File: src/rtl/alu_pkg.sv
// Shared types and widths for the lab ALU operand loader and its shift stage.
package alu_pkg;

    localparam int SHIFT_W   = 3;
    localparam int OPCOUNT_W = 8;

    // The encoding is the value shown on the phase LEDs.
    typedef enum logic [1:0] {
        LOAD_DATA  = 2'd0,
        LOAD_SHIFT = 2'd1,
        LOAD_DIR   = 2'd2,
        ISSUE      = 2'd3
    } loader_state_t;

endpackage

File: src/rtl/alu_operand_loader.sv
// Collects operand, shift amount and direction from switches, then issues them to the shift stage.
// Optional macro ALU_LOADER_OPCOUNT_EN adds an 8-bit op_count of completed handshakes.
module alu_operand_loader
    import alu_pkg::*;
#(
    parameter int n = 15
) (
    input  logic                 clk,
    input  logic                 rst,
    input  logic [n-1:0]         sw,
    input  logic                 load,
    input  logic                 cancel,
    output logic [n-1:0]         data,
    output logic [SHIFT_W-1:0]   shift,
    output logic [SHIFT_W-1:0]   direccion,
    output logic                 op_valid,
    input  logic                 op_ready,
    input  logic [n-1:0]         result,
    output logic [n-1:0]         result_q,
    output logic                 done,
    output logic [1:0]           phase
`ifdef ALU_LOADER_OPCOUNT_EN
    ,
    output logic [OPCOUNT_W-1:0] op_count
`endif
);

    loader_state_t        state_reg, state_next;
    logic [n-1:0]         data_reg, data_next;
    logic [SHIFT_W-1:0]   shift_reg, shift_next;
    logic [SHIFT_W-1:0]   dir_reg, dir_next;
    logic [n-1:0]         result_reg, result_next;
    logic                 valid_reg, valid_next;
    logic                 done_reg, done_next;
    logic                 capture;

    always_ff @(posedge clk or posedge rst) begin
        if (rst) begin
            state_reg  <= LOAD_DATA;
            data_reg   <= '0;
            shift_reg  <= '0;
            dir_reg    <= '0;
            result_reg <= '0;
            valid_reg  <= 1'b0;
            done_reg   <= 1'b0;
        end else begin
            state_reg  <= state_next;
            data_reg   <= data_next;
            shift_reg  <= shift_next;
            dir_reg    <= dir_next;
            result_reg <= result_next;
            valid_reg  <= valid_next;
            done_reg   <= done_next;
        end
    end

    // cancel outranks both load and the handshake; field registers hold their values.
    always_comb begin
        state_next  = state_reg;
        data_next   = data_reg;
        shift_next  = shift_reg;
        dir_next    = dir_reg;
        result_next = result_reg;
        capture     = 1'b0;
        if (cancel) begin
            state_next = LOAD_DATA;
        end else begin
            case (state_reg)
                LOAD_DATA: begin
                    if (load) begin
                        data_next  = sw;
                        state_next = LOAD_SHIFT;
                    end
                end
                LOAD_SHIFT: begin
                    if (load) begin
                        shift_next = sw[SHIFT_W-1:0];
                        state_next = LOAD_DIR;
                    end
                end
                LOAD_DIR: begin
                    if (load) begin
                        dir_next   = sw[SHIFT_W-1:0];
                        state_next = ISSUE;
                    end
                end
                ISSUE: begin
                    if (op_ready) begin
                        result_next = result;
                        capture     = 1'b1;
                        state_next  = LOAD_DATA;
                    end
                end
                default: state_next = LOAD_DATA;
            endcase
        end
        // Registered copy of the next-state decode keeps op_valid free of input paths.
        valid_next = (state_next == ISSUE);
        done_next  = capture;
    end

`ifdef ALU_LOADER_OPCOUNT_EN
    logic [OPCOUNT_W-1:0] count_reg;

    always_ff @(posedge clk or posedge rst) begin
        if (rst) begin
            count_reg <= '0;
        end else if (capture) begin
            count_reg <= count_reg + 1'b1;
        end
    end

    assign op_count = count_reg;
`endif

    assign data      = data_reg;
    assign shift     = shift_reg;
    assign direccion = dir_reg;
    assign result_q  = result_reg;
    assign op_valid  = valid_reg;
    assign done      = done_reg;
    assign phase     = state_reg;

endmodule

File: config.mk
export PLATFORM = sky130hd
export DESIGN_NAME = alu_operand_loader
export DESIGN_NICKNAME = d
export VERILOG_FILES = /design/src/rtl/alu_pkg.sv /design/src/rtl/alu_operand_loader.sv
export SDC_FILE = /design/constraint.sdc
export NUM_CORES = 1
export LEC_CHECK = 0
export ABC_CLOCK_PERIOD_IN_PS = 1750
export CORE_ASPECT_RATIO = 0.8
export CORE_MARGIN = 10
export CORE_UTILIZATION = 42
export CTS_BUF_LIST = sky130_fd_sc_hd__clkbuf_2
export CTS_CLUSTER_SIZE = 25
export DETAILED_ROUTE_END_ITERATION = 10
export PLACE_DENSITY = 0.81
export SKIP_LAST_GASP = 1
export SYNTH_ARGS = -nofsm -noshare
export SYNTH_HDL_FRONTEND = slang
export SYNTH_SLANG_ARGS = --single-unit
File: constraint.sdc
create_clock -name clk -period 1.75 [get_ports clk]
set_input_delay 0.2625 -clock clk [delete_from_list [all_inputs] [get_ports clk]]
set_output_delay 0.2625 -clock clk [all_outputs]
set_load 0.005 [all_outputs]
==> impl_metrics.ini, run 1 <==
[run_status]
status = finished clean

[yosys]
synth.cell_area_sq_um = 1620
avgSynthCellArea_sq_um = 16.9
synth_most_common_cell = dfrtp_1
synth_top_area_share = 0.617
async_reset_ff_frac = 1.00
seq_area_frac_synth = 0.617
synthDistinctLibCells = 17
synth_top_cell_by_area = dfrtp_1
ys.warnings.count = 0
synth_flop_cell = dfrtp_1
syn-num-nets = 131
synth_area_leaders = dfrtp_1 (62%), mux2_2 (18%), mux2_4 (9.3%)
synth_common_cells = dfrtp_1 (40), mux2_2 (26), mux2_4 (10)
synth-edff-count = 0
synth-seq-cells = 40
syn_inst = 96

[sta]
period_share = 0.921
fin_skew_ns = 0.0257
final_hold_viol_count = 0
period_needed_ns = 1.61
setup_viol = 0
tightestPinTransition_ns = 0.497
drv_slew = 0
clock.fmax_mhz = 620
hold_slack_ns = 0.247
maxSlewHeadroom = 0.668
worst_slack_ns = 0.138
rsz0062_at_grt = no

[floorplanning]
fp.dieW_microns = 89.5
die_h_microns = 75.6
core_sq_um = 3750
dieArea_sq_um = 6760
ios = 75
core.rowCount = 20
start_util = 0.432

[clocking]
cts_root_buf = clkbuf_2
clockBufferDepth = 2
clk_pin_slew_worst_paths_ns = 0.21
h-tree-depth = 2
hold_buffers = 0
cts_tree = built
cts.sinks = 40
clock_latency_ns = 0.40
cts_buffers = 5

[setup_path]
startpoint_type = flop
crit_type = reg -> reg
cp_data_required_time_ns = 2.04
critPathTopFamily = flip-flops
reg2reg_to = data[7]
r2r_start = phase[1]
cp-end-kind = flop
crit_chain = buf_4 > nor4b_4 > buf_12 > mux2_2
critPathCapture = data[7]
r2r_cells = 4
crit_arrival_ns = 1.90
path_buf_inv = 2
crit_start = phase[1]
cp_max_fo = 15
slowest_delay_ns = 0.48
crit_path_top_delay_cell = dfrtp_2
path_depth = 4
reg2reg_slack_ns = 0.14

[detailed_routing]
drt-wirelength-per-cell_microns = 17.7
vias = 1094
wl_microns = 4000
drt_iter0_markers = 22
firstDrtPassIters = 4
ant_nets = 0
drc = 0
vias_per_cell = 4.84

[place]
dpl.hpwl_microns = 3040
gp_congestion = 0.832
numPlacedInstances = 215
io_buffers = 74
dp_slack_ns = -0.0869

[power_and_ir_drop]
power.internal_uw = 1720
leakagePower_uw = 0.00113
swShare = 0.251
totalPowerFinal_uw = 2290
clkPwrFrac = 0.172
switching_power_uw = 576
powerDensity_nw_per_um2 = 915
power.share.sequential = 0.513
irDropWorstVdd_v = 0.000527
comb_power_share = 0.315

[finish]
finalNetCount = 216
drive_gt1_frac = 0.324
syn2layout_area_growth_pct = 54.6
final_cells = 226
n_antenna_cell = 0

[job]
cap_violations = 0

[global_route]
overflow = 0
groute.usage.overall = 0.125
antenna_found_initial = 0
grt_first_pass_wirelength_microns = 6260
first_global_vias = 1220
grt_max_degree = 41

[worst_hold_path]
hold_path.class = in -> async
## metal layers
metal / up-vias / global-route usage / part of all wire
met4: 0 / 0.0634 / 0.017
met1: 535 / 0.136 / 0.41
met3: 5 / 0.0577 / 0.088
met2: 44 / 0.204 / 0.48
li1: 510 / - / -
met5: - / 0 / 0
## worst min-delay path by stage
| stage | start | endpoint | slack [ns] | depth (start not counted) |
|---|---|---|---|---|
| 2_1_floorplan | cancel | phase[1] | 0.33 | 1 |
| 3_3_place_gp | result_q[12] | result_q[12] | 0.49 | 1 |
| 3_5_place_dp | shift[1] | shift[1] | 0.49 | 1 |
| 4_1_cts | rst | direccion[0] | 0.25 | 3 |
| 5_1_grt | rst | data[2] | 0.27 | 3 |
| 6_report | rst | direccion[0] | 0.25 | 3 |
## power by group through the flow
stage / sequential [uW] / combinational, uW / clock [uW]
floorplan: 1200 / 231 / 0
CTS: 1190 / 728 / 412
finish: 1180 / 722 / 395
global placement: 1190 / 709 / 0
global route: 1200 / 777 / 458
detailed placement: 1200 / 724 / 0
## tightest hold or removal path, stage by stage
cell and delay, ns:
clkdlybuf4s50_1 0.39, inv_1 0.05, buf_4 0.43
## layout make-up
class	instances	area, sq um
multi-input combinational	50	577
timing repair buffer	82	826
clock inverter	1	3.75
clock buffer	7	35.0
tap	44	55.1
inverter	2	7.51
sequential	40	1000
fill	273	1250
## what timing repair did
action,4_1_cts,5_1_grt
pin swaps,0,0
hold endpoints to repair,0,0
endpoints found under the setup margin,2,2
gates cloned,0,0
resized for setup,2,0
setup buffers,0,3
## cells in the final DEF, fill, tap and decap left out, types with 6 or more instances in the layout
cell	synthesis	layout
buf_4	0	6
clkbuf_2	0	7
clkdlybuf4s50_1	0	74
dfrtp_1	40	38
mux2_2	26	26
mux2_4	10	10
## through the flow
step                      utilization  area [sq um]  setup TNS [ns]
after floorplan                     -          1620               0
after global placement          0.651          2440          -0.186
after detailed placement        0.651          2440           -1.21
after CTS                       0.662          2480         -0.0144
after global routing            0.668          2510               0
final                           0.668          2510               0
## cell families after synthesis
kind of cell / Yosys count / share of synthesized area
flops: 40 / 0.617
mux: 36 / 0.273
simple gates: 10 / 0.0663
buf+inv: 6 / 0.0270
compound gates: 4 / 0.0162
Power figures use the tool's default switching activity.
==> inputs of run 2 (changes only) <==
ABC_CLOCK_PERIOD_IN_PS = 1700   (was 1750)
SLEW_MARGIN = 20   (was default)
clock period = 1.7 ns   (was 1.75 ns; I/O delays follow)
==> run 2 against run 1 <==
First-iteration DRC count is 100% higher. Maximum frequency rose by 1.3%. Global-route usage grew 0.26 points. Worst setup slack got worse by 0.029 ns. Wire length grew 1.5%. Power rose by 1.6%. Largest power group unchanged.
==> impl_metrics.ini, run 2 (same netlist as run 1, synthesis figures left out) <==
[run_status]
status = finished clean

[sta]
setup_viol = 0
drv_slew = 0
maxSlewHeadroom = 0.665
period_needed_ns = 1.59
period_share = 0.936
clock.fmax_mhz = 628
tightestPinTransition_ns = 0.503
final_hold_viol_count = 0
rsz0062_at_grt = no
fin_skew_ns = 0.0183
tns_ns = 0

[floorplanning]
dieArea_sq_um = 6760
core_sq_um = 3750
core.rowCount = 20
fp.dieW_microns = 89.5
ios = 75
start_util = 0.432
die_h_microns = 75.6

[job]
cap_violations = 0

[power_and_ir_drop]
totalPowerFinal_uw = 2330
swShare = 0.253
switching_power_uw = 591
comb_power_share = 0.319
powerDensity_nw_per_um2 = 935
irDropWorstVdd_v = 0.000755
power.share.sequential = 0.519
leakagePower_uw = 0.00112
clkPwrFrac = 0.162
power.internal_uw = 1740

[finish]
multi_input_area_sq_um = 577
final_common_cell = clkdlybuf4s50_1
syn2layout_area_growth_pct = 53.8
n_antenna_cell = 0
fillCellCount = 268
finalNetCount = 215
regArea_sq_um = 1000
fin_area_sq_um = 2490
drive_gt1_frac = 0.311
final_util = 0.664
final_cells = 224
layout_common_cells = clkdlybuf4s50_1 (74), dfrtp_1 (38), mux2_2 (26), mux2_4 (10)

[global_route]
antenna_found_initial = 0
grt_first_pass_wirelength_microns = 6370
overflow = 0
first_global_vias = 1231
grt_max_degree = 41
groute.usage.overall = 0.128

[setup_path]
critPathCapture = data[10]
crit_arrival_ns = 1.87
cp_max_fo = 15
path_buf_inv = 2
critPathTopFamily = flip-flops
r2r_start = phase[1]
reg2reg_to = data[10]
crit_type = reg -> reg
crit_chain = buf_4 > nor4b_4 > buf_12 > mux2_2
reg2reg_slack_ns = 0.11
crit_start = phase[1]
r2r_cells = 4
crit_path_top_delay_cell = dfrtp_2
cp-end-kind = flop
slowest_delay_ns = 0.45
path_depth = 4
startpoint_type = flop
cp_data_required_time_ns = 1.98

[place]
numPlacedInstances = 215
io_buffers = 74
dpl.hpwl_microns = 3090
dpl_cell_area_sq_um = 2440
gp_congestion = 0.833

[clocking]
clockBufferDepth = 2
clock_latency_ns = 0.39
h-tree-depth = 2
clk_pin_slew_worst_paths_ns = 0.19
cts_buffers = 5
cts_root_buf = clkbuf_2
cts.sinks = 40
cts_tree = built

[detailed_routing]
drt-wirelength-per-cell_microns = 18.1
vias_per_cell = 4.95
ant_nets = 0
vias = 1109
wl_microns = 4060
drc = 0
drt_iter0_markers = 45
firstDrtPassIters = 4

[worst_hold_path]
hold_path.class = in -> async
## run 2: cell types whose count changed in the layout (fill, tap and decap cells not counted), sizes merged
cell / delta
clkinv: +1
buf: -1
clkbuf: -2
## run 2: cell type report
cell class | instances | share of cell area
timing repair buffer | 81 | 0.328
tap | 44 | 0.0221
sequential | 40 | 0.402
clock inverter | 2 | 0.00301
clock buffer | 5 | 0.0100
inverter | 2 | 0.00301
multi-input combinational | 50 | 0.231
## run 2: timing repair
item | CTS | global route
hold buffers | 0 | 0
gates resized for setup | 2 | 0
endpoints found under the hold margin | 0 | 0
endpoints found under the setup margin | 2 | 0
buffers inserted | 2 | 0
## run 2: per-layer routing
metal	track usage	part of all wire
met5	0	0
met4	0.0687	0.018
met3	0.0566	0.095
met2	0.208	0.49
met1	0.139	0.40
## run 2: power by group through the flow
stage | Combinational, uW | Clock (uW) | Sequential, uW
floorplan | 238 | 0 | 1240
global placement | 730 | 0 | 1230
detailed placement | 744 | 0 | 1240
CTS | 761 | 399 | 1210
global route | 799 | 439 | 1240
finish | 743 | 379 | 1210
## run 2: through the flow
stage	worst slack, ns	hold slack [ns]
2_1_floorplan	0.135	0.318
3_3_place_gp	-0.0753	0.485
3_5_place_dp	-0.117	0.494
4_1_cts	0.0876	0.255
5_1_grt	0.0352	0.280
6_report	0.109	0.262
## run 2: worst min-delay path by stage
stage                  from      endpoint  slack, ns
6_report                rst       data[8]       0.26
5_1_grt                 rst       data[8]       0.28
4_1_cts                 rst       data[8]       0.26
3_5_place_dp   direccion[1]  direccion[1]       0.49
3_3_place_gp   result_q[12]  result_q[12]       0.49
2_1_floorplan        cancel      phase[1]       0.32
## run 2: tightest hold or removal path, stage by stage
cell             delay (ns)
clkdlybuf4s50_1        0.40
inv_1                  0.05
buf_4                  0.43
